[src/rtl/fifo_pkg.sv]
// Shared types, default widths and wrapped pointer arithmetic for fifo_search.
package fifo_pkg;
  typedef enum logic [1:0] {IDLE = 2'd0, SCAN = 2'd1, DONE = 2'd2} srch_state_t;

  localparam int DATA_WIDTH_DEF = 32;
  localparam int ADDR_WIDTH_DEF = 4;
  localparam int PTR_MAXW       = 16;

  // Callers truncate the result to the address width, which gives the modulo-depth wrap.
  function automatic logic [PTR_MAXW-1:0] ptr_add(input logic [PTR_MAXW-1:0] ptr,
                                                  input logic [PTR_MAXW-1:0] off);
    return ptr + off;
  endfunction
endpackage

[src/rtl/fifo_search_scan.sv]
// Search engine: IDLE/SCAN/DONE FSM walking a snapshot of the FIFO oldest-first.
// FIFO_SEARCH_MASK_EN adds a per-bit compare mask latched with the request.
module fifo_search_scan
  import fifo_pkg::*;
#(
  parameter int DATA_WIDTH = DATA_WIDTH_DEF,
  parameter int ADDR_WIDTH = ADDR_WIDTH_DEF
) (
  input  logic                  clk,
  input  logic                  rst,
  input  logic                  srch_req_i,
  input  logic [DATA_WIDTH-1:0] srch_key_i,
`ifdef FIFO_SEARCH_MASK_EN
  input  logic [DATA_WIDTH-1:0] srch_mask_i,
`endif
  input  logic [ADDR_WIDTH:0]   rd_ptr_i,
  input  logic [ADDR_WIDTH:0]   count_i,
  input  logic [DATA_WIDTH-1:0] scan_dat_i,
  output logic [ADDR_WIDTH-1:0] scan_addr_o,
  output logic                  pop_stall_o,
  output logic                  srch_busy_o,
  output logic                  srch_done_o,
  output logic                  srch_hit_o,
  output logic [ADDR_WIDTH:0]   srch_idx_o
);
  srch_state_t           state_q, state_d;
  logic [DATA_WIDTH-1:0] key_q, key_d;
  logic [ADDR_WIDTH:0]   base_q, base_d, len_q, len_d, off_q, off_d, idx_q, idx_d;
  logic                  hit_q, hit_d, match;

`ifdef FIFO_SEARCH_MASK_EN
  logic [DATA_WIDTH-1:0] mask_q, mask_d;
  assign match = ((scan_dat_i ^ key_q) & mask_q) == '0;
`else
  assign match = scan_dat_i == key_q;
`endif

  assign scan_addr_o = ADDR_WIDTH'(ptr_add(PTR_MAXW'(base_q), PTR_MAXW'(off_q)));
  assign srch_busy_o = state_q == SCAN;
  assign srch_done_o = state_q == DONE;
  assign pop_stall_o = srch_busy_o;
  assign srch_hit_o  = hit_q;
  assign srch_idx_o  = idx_q;

  always_comb begin
    state_d = state_q;
    key_d   = key_q;
    base_d  = base_q;
    len_d   = len_q;
    off_d   = off_q;
    hit_d   = hit_q;
    idx_d   = idx_q;
`ifdef FIFO_SEARCH_MASK_EN
    mask_d  = mask_q;
`endif
    case (state_q)
      IDLE: if (srch_req_i) begin
        key_d   = srch_key_i;
`ifdef FIFO_SEARCH_MASK_EN
        mask_d  = srch_mask_i;
`endif
        base_d  = rd_ptr_i;
        len_d   = count_i;
        off_d   = '0;
        hit_d   = 1'b0;
        idx_d   = '0;
        state_d = (count_i == '0) ? DONE : SCAN;
      end
      SCAN: begin
        if (match) begin
          hit_d   = 1'b1;
          idx_d   = off_q;
          state_d = DONE;
        end else if (off_q == len_q - (ADDR_WIDTH+1)'(1)) begin
          state_d = DONE;
        end else begin
          off_d = off_q + (ADDR_WIDTH+1)'(1);
        end
      end
      DONE:    state_d = IDLE;
      default: state_d = IDLE;
    endcase
  end

  always_ff @(posedge clk) begin
    if (rst) begin
      state_q <= IDLE;
      key_q   <= '0;
      base_q  <= '0;
      len_q   <= '0;
      off_q   <= '0;
      hit_q   <= 1'b0;
      idx_q   <= '0;
`ifdef FIFO_SEARCH_MASK_EN
      mask_q  <= '0;
`endif
    end else begin
      state_q <= state_d;
      key_q   <= key_d;
      base_q  <= base_d;
      len_q   <= len_d;
      off_q   <= off_d;
      hit_q   <= hit_d;
      idx_q   <= idx_d;
`ifdef FIFO_SEARCH_MASK_EN
      mask_q  <= mask_d;
`endif
    end
  end
endmodule

[src/rtl/fifo_search.sv]
// Synchronous FIFO with occupancy flags and an oldest-first content search.
// FIFO_SEARCH_MASK_EN adds the srch_mask input for masked key compares.
module fifo_search
  import fifo_pkg::*;
#(
  parameter int DATA_WIDTH    = DATA_WIDTH_DEF,
  parameter int ADDR_WIDTH    = ADDR_WIDTH_DEF,
  parameter int AFULL_THRESH  = 12,
  parameter int AEMPTY_THRESH = 2
) (
  input  logic                  clk,
  input  logic                  rst,
  input  logic                  wren,
  input  logic [DATA_WIDTH-1:0] wdat,
  input  logic                  rden,
  output logic [DATA_WIDTH-1:0] rdat,
  output logic                  rvld,
  output logic                  full,
  output logic                  empty,
  output logic                  afull,
  output logic                  aempty,
  output logic [ADDR_WIDTH:0]   count,
  input  logic                  srch_req,
  input  logic [DATA_WIDTH-1:0] srch_key,
`ifdef FIFO_SEARCH_MASK_EN
  input  logic [DATA_WIDTH-1:0] srch_mask,
`endif
  output logic                  srch_busy,
  output logic                  srch_done,
  output logic                  srch_hit,
  output logic [ADDR_WIDTH:0]   srch_idx
);
  localparam int DEPTH = 2**ADDR_WIDTH;

  logic [DATA_WIDTH-1:0] mem_q [DEPTH];
  logic [ADDR_WIDTH:0]   wr_ptr_q, wr_ptr_d, rd_ptr_q, rd_ptr_d;
  logic [DATA_WIDTH-1:0] rdat_q, rdat_d;
  logic                  rvld_q, rvld_d;
  logic [ADDR_WIDTH-1:0] scan_addr;
  logic                  pop_stall, push_ok, pop_ok;

  // Pointers carry one extra wrap bit so full and empty are distinguishable.
  assign empty  = wr_ptr_q == rd_ptr_q;
  assign full   = (wr_ptr_q[ADDR_WIDTH] != rd_ptr_q[ADDR_WIDTH]) &&
                  (wr_ptr_q[ADDR_WIDTH-1:0] == rd_ptr_q[ADDR_WIDTH-1:0]);
  assign count  = wr_ptr_q - rd_ptr_q;
  assign afull  = count >= (ADDR_WIDTH+1)'(AFULL_THRESH);
  assign aempty = count <= (ADDR_WIDTH+1)'(AEMPTY_THRESH);

  assign push_ok  = wren & ~full;
  assign pop_ok   = rden & ~empty & ~pop_stall;
  assign wr_ptr_d = push_ok ? wr_ptr_q + (ADDR_WIDTH+1)'(1) : wr_ptr_q;
  assign rd_ptr_d = pop_ok  ? rd_ptr_q + (ADDR_WIDTH+1)'(1) : rd_ptr_q;
  assign rdat_d   = pop_ok  ? mem_q[rd_ptr_q[ADDR_WIDTH-1:0]] : '0;
  assign rvld_d   = pop_ok;
  assign rdat     = rdat_q;
  assign rvld     = rvld_q;

  always_ff @(posedge clk) begin
    if (push_ok) mem_q[wr_ptr_q[ADDR_WIDTH-1:0]] <= wdat;
  end

  always_ff @(posedge clk) begin
    if (rst) begin
      wr_ptr_q <= '0;
      rd_ptr_q <= '0;
      rdat_q   <= '0;
      rvld_q   <= 1'b0;
    end else begin
      wr_ptr_q <= wr_ptr_d;
      rd_ptr_q <= rd_ptr_d;
      rdat_q   <= rdat_d;
      rvld_q   <= rvld_d;
    end
  end

  fifo_search_scan #(.DATA_WIDTH(DATA_WIDTH), .ADDR_WIDTH(ADDR_WIDTH)) u_scan (
    .clk         (clk),
    .rst         (rst),
    .srch_req_i  (srch_req),
    .srch_key_i  (srch_key),
`ifdef FIFO_SEARCH_MASK_EN
    .srch_mask_i (srch_mask),
`endif
    .rd_ptr_i    (rd_ptr_q),
    .count_i     (count),
    .scan_dat_i  (mem_q[scan_addr]),
    .scan_addr_o (scan_addr),
    .pop_stall_o (pop_stall),
    .srch_busy_o (srch_busy),
    .srch_done_o (srch_done),
    .srch_hit_o  (srch_hit),
    .srch_idx_o  (srch_idx)
  );
endmodule
[config.mk]
export PLATFORM = sky130hd
export DESIGN_NAME = fifo_search
export DESIGN_NICKNAME = d
export VERILOG_FILES = /design/src/rtl/fifo_pkg.sv /design/src/rtl/fifo_search_scan.sv /design/src/rtl/fifo_search.sv
export SDC_FILE = /design/constraint.sdc
export NUM_CORES = 1
export LEC_CHECK = 0
export ABC_AREA = 1
export ABC_CLOCK_PERIOD_IN_PS = 8200
export CORE_MARGIN = 1.5
export CORE_UTILIZATION = 45
export CTS_CLUSTER_SIZE = 14
export DETAILED_ROUTE_END_ITERATION = 12
export GPL_ROUTABILITY_DRIVEN = 0
export PLACE_DENSITY = 0.67
export SLEW_MARGIN = 10
export SYNTH_ARGS = -nofsm -noshare
export SYNTH_HDL_FRONTEND = slang
export SYNTH_SLANG_ARGS = --single-unit
export TNS_END_PERCENT = 50
[constraint.sdc]
create_clock -name clk -period 8.2 [get_ports clk]
set_input_delay 0.82 -clock clk [delete_from_list [all_inputs] [get_ports clk]]
set_output_delay 0.82 -clock clk [all_outputs]
set_load 0.03 [all_outputs]
==> results.yml, run 1 <==
synth:
  async_flop_share_pct: 0
  yosys_warnings: 0
  synth.distinct_cells: 41
  synth-seq-cells: 609
  syn_avg_cell_area_um2: 9.34
  dominantRegCellSynth: "edfxtp_1"
  synth_cells: 3095
  syn_area_um2: 28900
  ys_seq_area_share_pct: 59.9
  syn-num-nets: 3180
  synth_enable_flop_cells: 512
critical_path:
  worst_path_most_repeated_cell: "inv_1"
  worstSetupEndpointType: "primary output"
  worst-setup-path-type: "register to primary output"
  cpPeakStageDelay_ns: 0.90
  cp_data_arrival_time_ns: 4.55
  start_kind: "register"
  critPathMaxFanout: 62
  cp_cell_sequence: "clkinv_2, ha_1, inv_1, o31ai_1, xor2_1, inv_1, o21ai_0, clkdlybuf4s50_1"
  critPathSlowestCell: "clkinv_2"
  cp.required_ns: 7.38
place:
  io_buffers: 118
  placed_cells: 3873
  dp_slack_ns: 3.16
  hpwl_um: 48500
  placed_area_um2: 30500
die:
  placementRows: 92
  die-area_um2: 65800
  core_area_um2: 63300
  die_w_um: 257
  start_util_pct: 45.7
  die_y_um: 257
  ios: 119
sta:
  max_freq_ghz: 0.186
  rsz0062_at_grt: "false"
  final.min_clock_period_ns: 5.37
  setup_slack_ns: 2.83
  setup-tns-final_ns: 0
  tightest_slew_ns: 1.24
  slew_headroom_pct: 17.5
  setup_viol: 0
  finalMaxSlewViolations: 0
  hold_ws_ns: 0.472
  fin_skew_ns: 0.0206
  final_hold_viol_count: 0
  fin_crit_sh_pct: 65.5
pwr:
  power_mw: 11.0
  worst_ir_drop_vdd_mv: 0.266
  power_density_nw_per_um2: 336
  leakagePower_nw: 11.8
clock_network:
  clkLatencyLatePin_ns: 0.61
  htree_levels: 3
  clockBufferDepth: 3
  cts_tree: "yes"
  numClockSinks: 609
  cts_root_buffer: "clkbuf_16"
  cts.repair.resized: 0
  cts.hold.buffers_added: 0
  clk_pin_slew_worst_paths_ns: 0.06
  cts_setup_buffers: 0
  cts_buffers: 67
route:
  ant_nets: 0
  num_vias: 24965
  first_pass_iters: 6
  drcViolationCount: 0
  wirelength_um: 95700
  vias_per_cell: 6.25
  drtIter0Drc: 3293
  routedWlPerCell_um: 24.0
finish:
  area_growth_pct: 13.5
  fillers: 5524
  drive_above_1_share_pct: 5.84
  stdcell_count: 3996
  final_area_um2: 32800
  finalNetCount: 3181
  fin_util_pct: 51.8
global_routing:
  grt_pass1_wl_um: 143000
  grt_max_degree: 202
  grt-ovfl-total: 0
  antenna_found_initial: 2
  grt_pass1_vias: 24114
  grt_use_total_pct: 28.5
status:
  outcome: "finished clean"
worst_hold_path:
  hold_path.class: "register to register"
flow_run:
  cap_violations: 0
==> cell usage after synthesis, drive strengths merged, types with 2 or more instances <==
cell | count | area share [%]
fa | 2 | 0.14
edfxtp | 512 | 53
nor3b | 2 | 0.052
a31oi | 32 | 0.69
buf | 104 | 2.3
nand2 | 780 | 10
dfxtp | 97 | 6.7
nand4 | 7 | 0.15
xnor2 | 6 | 0.18
o22ai | 72 | 1.6
a21oi | 78 | 1.4
inv | 90 | 1.2
nand3 | 477 | 8.3
nor4 | 2 | 0.043
o221ai | 47 | 1.4
clkbuf | 122 | 1.6
ha | 14 | 0.61
xor2 | 8 | 0.24
o21ai | 314 | 5.4
or2 | 3 | 0.065
o31ai | 2 | 0.052
nor2 | 296 | 3.9
o211ai | 20 | 0.52
==> layer usage <==
| metal | vias to the layer above | part of all wire (%) | wire length, µm | global-route usage [%] |
|---|---|---|---|---|
| li1 | 10898 | - | - | - |
| met1 | 11920 | 38 | 36000 | 37.6 |
| met3 | 325 | 13 | 12200 | 5.52 |
| met2 | 1818 | 45 | 43200 | 45.0 |
| met5 | - | 0.025 | 24 | 0 |
| met4 | 4 | 4.4 | 4230 | 14.0 |
==> area by class of cell <==
cell class / instances / area (µm²) / share of cell area [%]
Sequential cell: 609 / 17300 / 52.8
Timing Repair Buffer: 158 / 1490 / 4.55
Tap cell: 846 / 1060 / 3.23
Inverter: 91 / 359 / 1.09
Clock inverter: 33 / 365 / 1.11
Multi-Input combinational cell: 2169 / 10300 / 31.4
Clock buffer: 89 / 1900 / 5.80
Antenna cell: 1 / 2.50 / 0.00763
==> final timing paths <==
kind                    startpoint                to  slack [ns]  cells after the start
setup / recovery       rd_ptr_q[1]             afull        2.83                      8
hold / removal    u_scan.key_q[15]  u_scan.key_q[15]        0.47                      2
setup reg to reg   u_scan.off_q[0]   u_scan.off_q[4]        2.98                     17
hold reg to reg   u_scan.key_q[15]  u_scan.key_q[15]        0.47                      2
==> report_power, final <==
group | switching, mW | leakage, nW | internal, mW | total, mW
Combinational | 3.08 | 5.23 | 1.23 | 4.31
Clock | 1.23 | 1.12 | 1.89 | 3.12
Sequential | 0.127 | 5.42 | 3.47 | 3.60
Total | 4.44 | 11.8 | 6.58 | 11.0
==> logic make-up after synthesis <==
logic type / share of synthesized area (%)
simple gates: 22.7
flops: 59.9
compound gates: 11.2
xor+xnor: 0.424
fa+ha+maj: 0.744
buf+inv: 5.05
==> cells in the final DEF (no fill, tap or decap), drive strengths merged, types with 2 or more instances in the layout <==
master and n:
a21oi 78, a31oi 32, buf 40, bufinv 8, clkbuf 89, clkdlybuf4s50 118, clkinv 26, dfxtp 97
edfxtp 512, fa 2, ha 14, inv 89, nand2 780, nand3 477, nand4 7, nor2 296
nor3b 2, nor4 2, o211ai 20, o21ai 314, o221ai 47, o22ai 72, o31ai 2, or2 3
xnor2 6, xor2 8
==> state kept, by name, summed over array words and instances, names as in the netlist <==
signal and cells:
wr_ptr_q 5, u_scan.state_q 2, mem_q 512, rdat 32, u_scan.srch_idx_o 5, u_scan.base_q 4, u_scan.srch_hit_o 1, rd_ptr_q 5
u_scan.off_q 5, u_scan.key_q 32, u_scan.len_q 5, rvld 1
==> worst max-delay path, delay by kind of cell (launching register included) <==
kind            cells  cell delay, ns
xor+xnor            1            0.29
fa+ha+maj           1            0.59
compound gates      2            0.42
flops               1            0.87
buf+inv             4            1.73
(Power assumes the default switching activity.)
==> run 2, diff against run 1 <==
--- a/config.mk
+++ b/config.mk
@@ -6,7 +6,7 @@
 export NUM_CORES = 1
 export LEC_CHECK = 0
 export ABC_AREA = 1
-export ABC_CLOCK_PERIOD_IN_PS = 8200
+export ABC_CLOCK_PERIOD_IN_PS = 5600
 export CORE_MARGIN = 1.5
 export CORE_UTILIZATION = 45
 export CTS_CLUSTER_SIZE = 14
==> constraint.sdc (replaced) <==
create_clock -name clk -period 5.6 [get_ports clk]
set_input_delay 0.56 -clock clk [delete_from_list [all_inputs] [get_ports clk]]
set_output_delay 0.56 -clock clk [all_outputs]
set_load 0.03 [all_outputs]
==> results.yml, run 2 (synthesis gave the netlist of run 1 again) <==
critical_path:
  cp_cell_sequence: "clkinv_2, ha_1, inv_1, o31ai_1, xor2_1, inv_1, o21ai_0, clkdlybuf4s50_1"
  r2r_end: "u_scan.off_q[3]"
  worstSetupEndpointType: "primary output"
  r2r_start: "u_scan.off_q[0]"
  start_kind: "register"
  ff2ff_path_depth: 20
  critPathSlowestCell: "clkdlybuf4s50_1"
  cp_num_buf_inv: 4
  critPathMaxFanout: 49
  cp.required_ns: 5.04
  worst_path_most_repeated_cell: "inv_1"
  cp_top_family: "buffers and inverters"
  worst-path-stages: 8
  cp_data_arrival_time_ns: 3.84
  r2r_setup_slack_ns: 1.38
  cpPeakStageDelay_ns: 0.70
  worst-setup-path-type: "register to primary output"
sta:
  final_hold_viol_count: 0
  hold_ws_ns: 0.472
  setup-tns-final_ns: 0
  final.min_clock_period_ns: 4.40
  tightest_slew_ns: 1.20
  finalMaxSlewViolations: 0
  slew_headroom_pct: 19.8
  fin_crit_sh_pct: 78.5
  setup_viol: 0
  fin_skew_ns: 0.0237
  max_freq_ghz: 0.227
  rsz0062_at_grt: "false"
pwr:
  power_density_nw_per_um2: 488
  worst_ir_drop_vdd_mv: 0.805
  leakagePower_nw: 11.8
clock_network:
  cts_buffers: 68
  htree_levels: 3
  clockBufferDepth: 3
  numClockSinks: 609
  clkLatencyLatePin_ns: 0.61
  clk_pin_slew_worst_paths_ns: 0.06
  cts_tree: "yes"
  cts.repair.resized: 0
  cts_setup_buffers: 0
  cts.hold.buffers_added: 0
  cts_root_buffer: "clkbuf_16"
die:
  placementRows: 92
  core_area_um2: 63300
  die_w_um: 257
  start_util_pct: 45.7
  die-area_um2: 65800
  ios: 119
  die_y_um: 257
route:
  routedWlPerCell_um: 23.9
  wirelength_um: 95700
  drtIter0Drc: 3466
  first_pass_iters: 7
  drcViolationCount: 0
  num_vias: 24774
  ant_nets: 0
  vias_per_cell: 6.18
finish:
  drive_above_1_share_pct: 5.86
  multi_input_area_um2: 10300
  largest_reg_flops: 512
  regArea_um2: 17300
  layout_common_cells: "nand2_1 (777), edfxtp_1 (512), nand3_1 (476)"
  stdcell_count: 4009
  final_common_cell: "nand2_1"
  finalNetCount: 3190
  area_growth_pct: 13.8
  fillers: 5499
  final_area_um2: 32900
place:
  placed_cells: 3881
  placed_area_um2: 30700
  io_buffers: 118
  hpwl_um: 49400
global_routing:
  grt_use_total_pct: 28.3
  grt_pass1_wl_um: 142000
  grt_max_degree: 191
  antenna_found_initial: 4
  grt-ovfl-total: 0
  grt_pass1_vias: 23503
worst_hold_path:
  worstHoldStart: "u_scan.key_q[22]"
  whs_endpoint: "u_scan.key_q[22]"
  hold_depth: 2
  hold_path.class: "register to register"
flow_run:
  cap_violations: 0
status:
  outcome: "finished clean"
## run 2: cell types whose count changed in the layout (fill, tap and decap cells not counted), moves of 2 or more
cell	change
diode_2	+3
bufinv_16	-6
inv_6	-3
clkbuf_8	+6
clkinv_2	-8
clkbuf_1	+13
clkinv_1	-3
buf_12	+7
clkbuf_16	+2
## run 2: stage by stage
stage          setup WS, ns  total power [mW]  utilization [%]
2_1_floorplan          1.82              9.78                -
3_3_place_gp           1.56              11.4             48.5
3_5_place_dp           1.48              11.5             48.5
4_1_cts                1.18              15.9             52.0
5_1_grt                1.07              16.8             52.0
6_report               1.20              16.1             52.0
## run 2: area by class of cell
type,count,area share [%]
multi-input cells,2169,31.3
inverters,91,1.08
diodes,4,0.0304
clock buffers,110,6.34
flip-flops and latches,609,52.7
clock inverters,14,0.354
repair buffers,166,4.99
well taps,846,3.22
## run 2: worst reg2reg max path, delay by kind of cell, from the launching register on
family	cells	cell delay, ns
adders and majority gates	2	0.64
DFF	1	0.40
buffers and inverters	3	1.23
and+or+nand+nor	15	1.88
## run 2: layer usage
| metal | vias up | routed length, µm | GRT usage [%] |
|---|---|---|---|
| li1 | 10916 | - | - |
| met1 | 11766 | 36600 | 37.9 |
| met2 | 1790 | 43300 | 44.4 |
| met3 | 302 | 11600 | 5.13 |
| met4 | 0 | 4220 | 14.1 |
| met5 | - | 0 | 0 |
## run 2: how the worst max path moves through the flow
stage / start / end / slack, ns
2_1_floorplan: rd_ptr_q[2] / wr_ptr_q[4] / 1.82
3_3_place_gp: u_scan.off_q[0] / u_scan.off_q[4] / 1.56
3_5_place_dp: u_scan.off_q[0] / u_scan.srch_idx_o[2] / 1.48
4_1_cts: rd_ptr_q[1] / afull / 1.18
5_1_grt: rd_ptr_q[1] / afull / 1.07
6_report: rd_ptr_q[1] / afull / 1.20
## run 2: power breakdown
group	leakage (nW)	internal (mW)	switching, mW
Clock	1.08	2.64	1.79
Sequential	5.42	5.08	0.113
Combinational	5.31	1.86	4.57
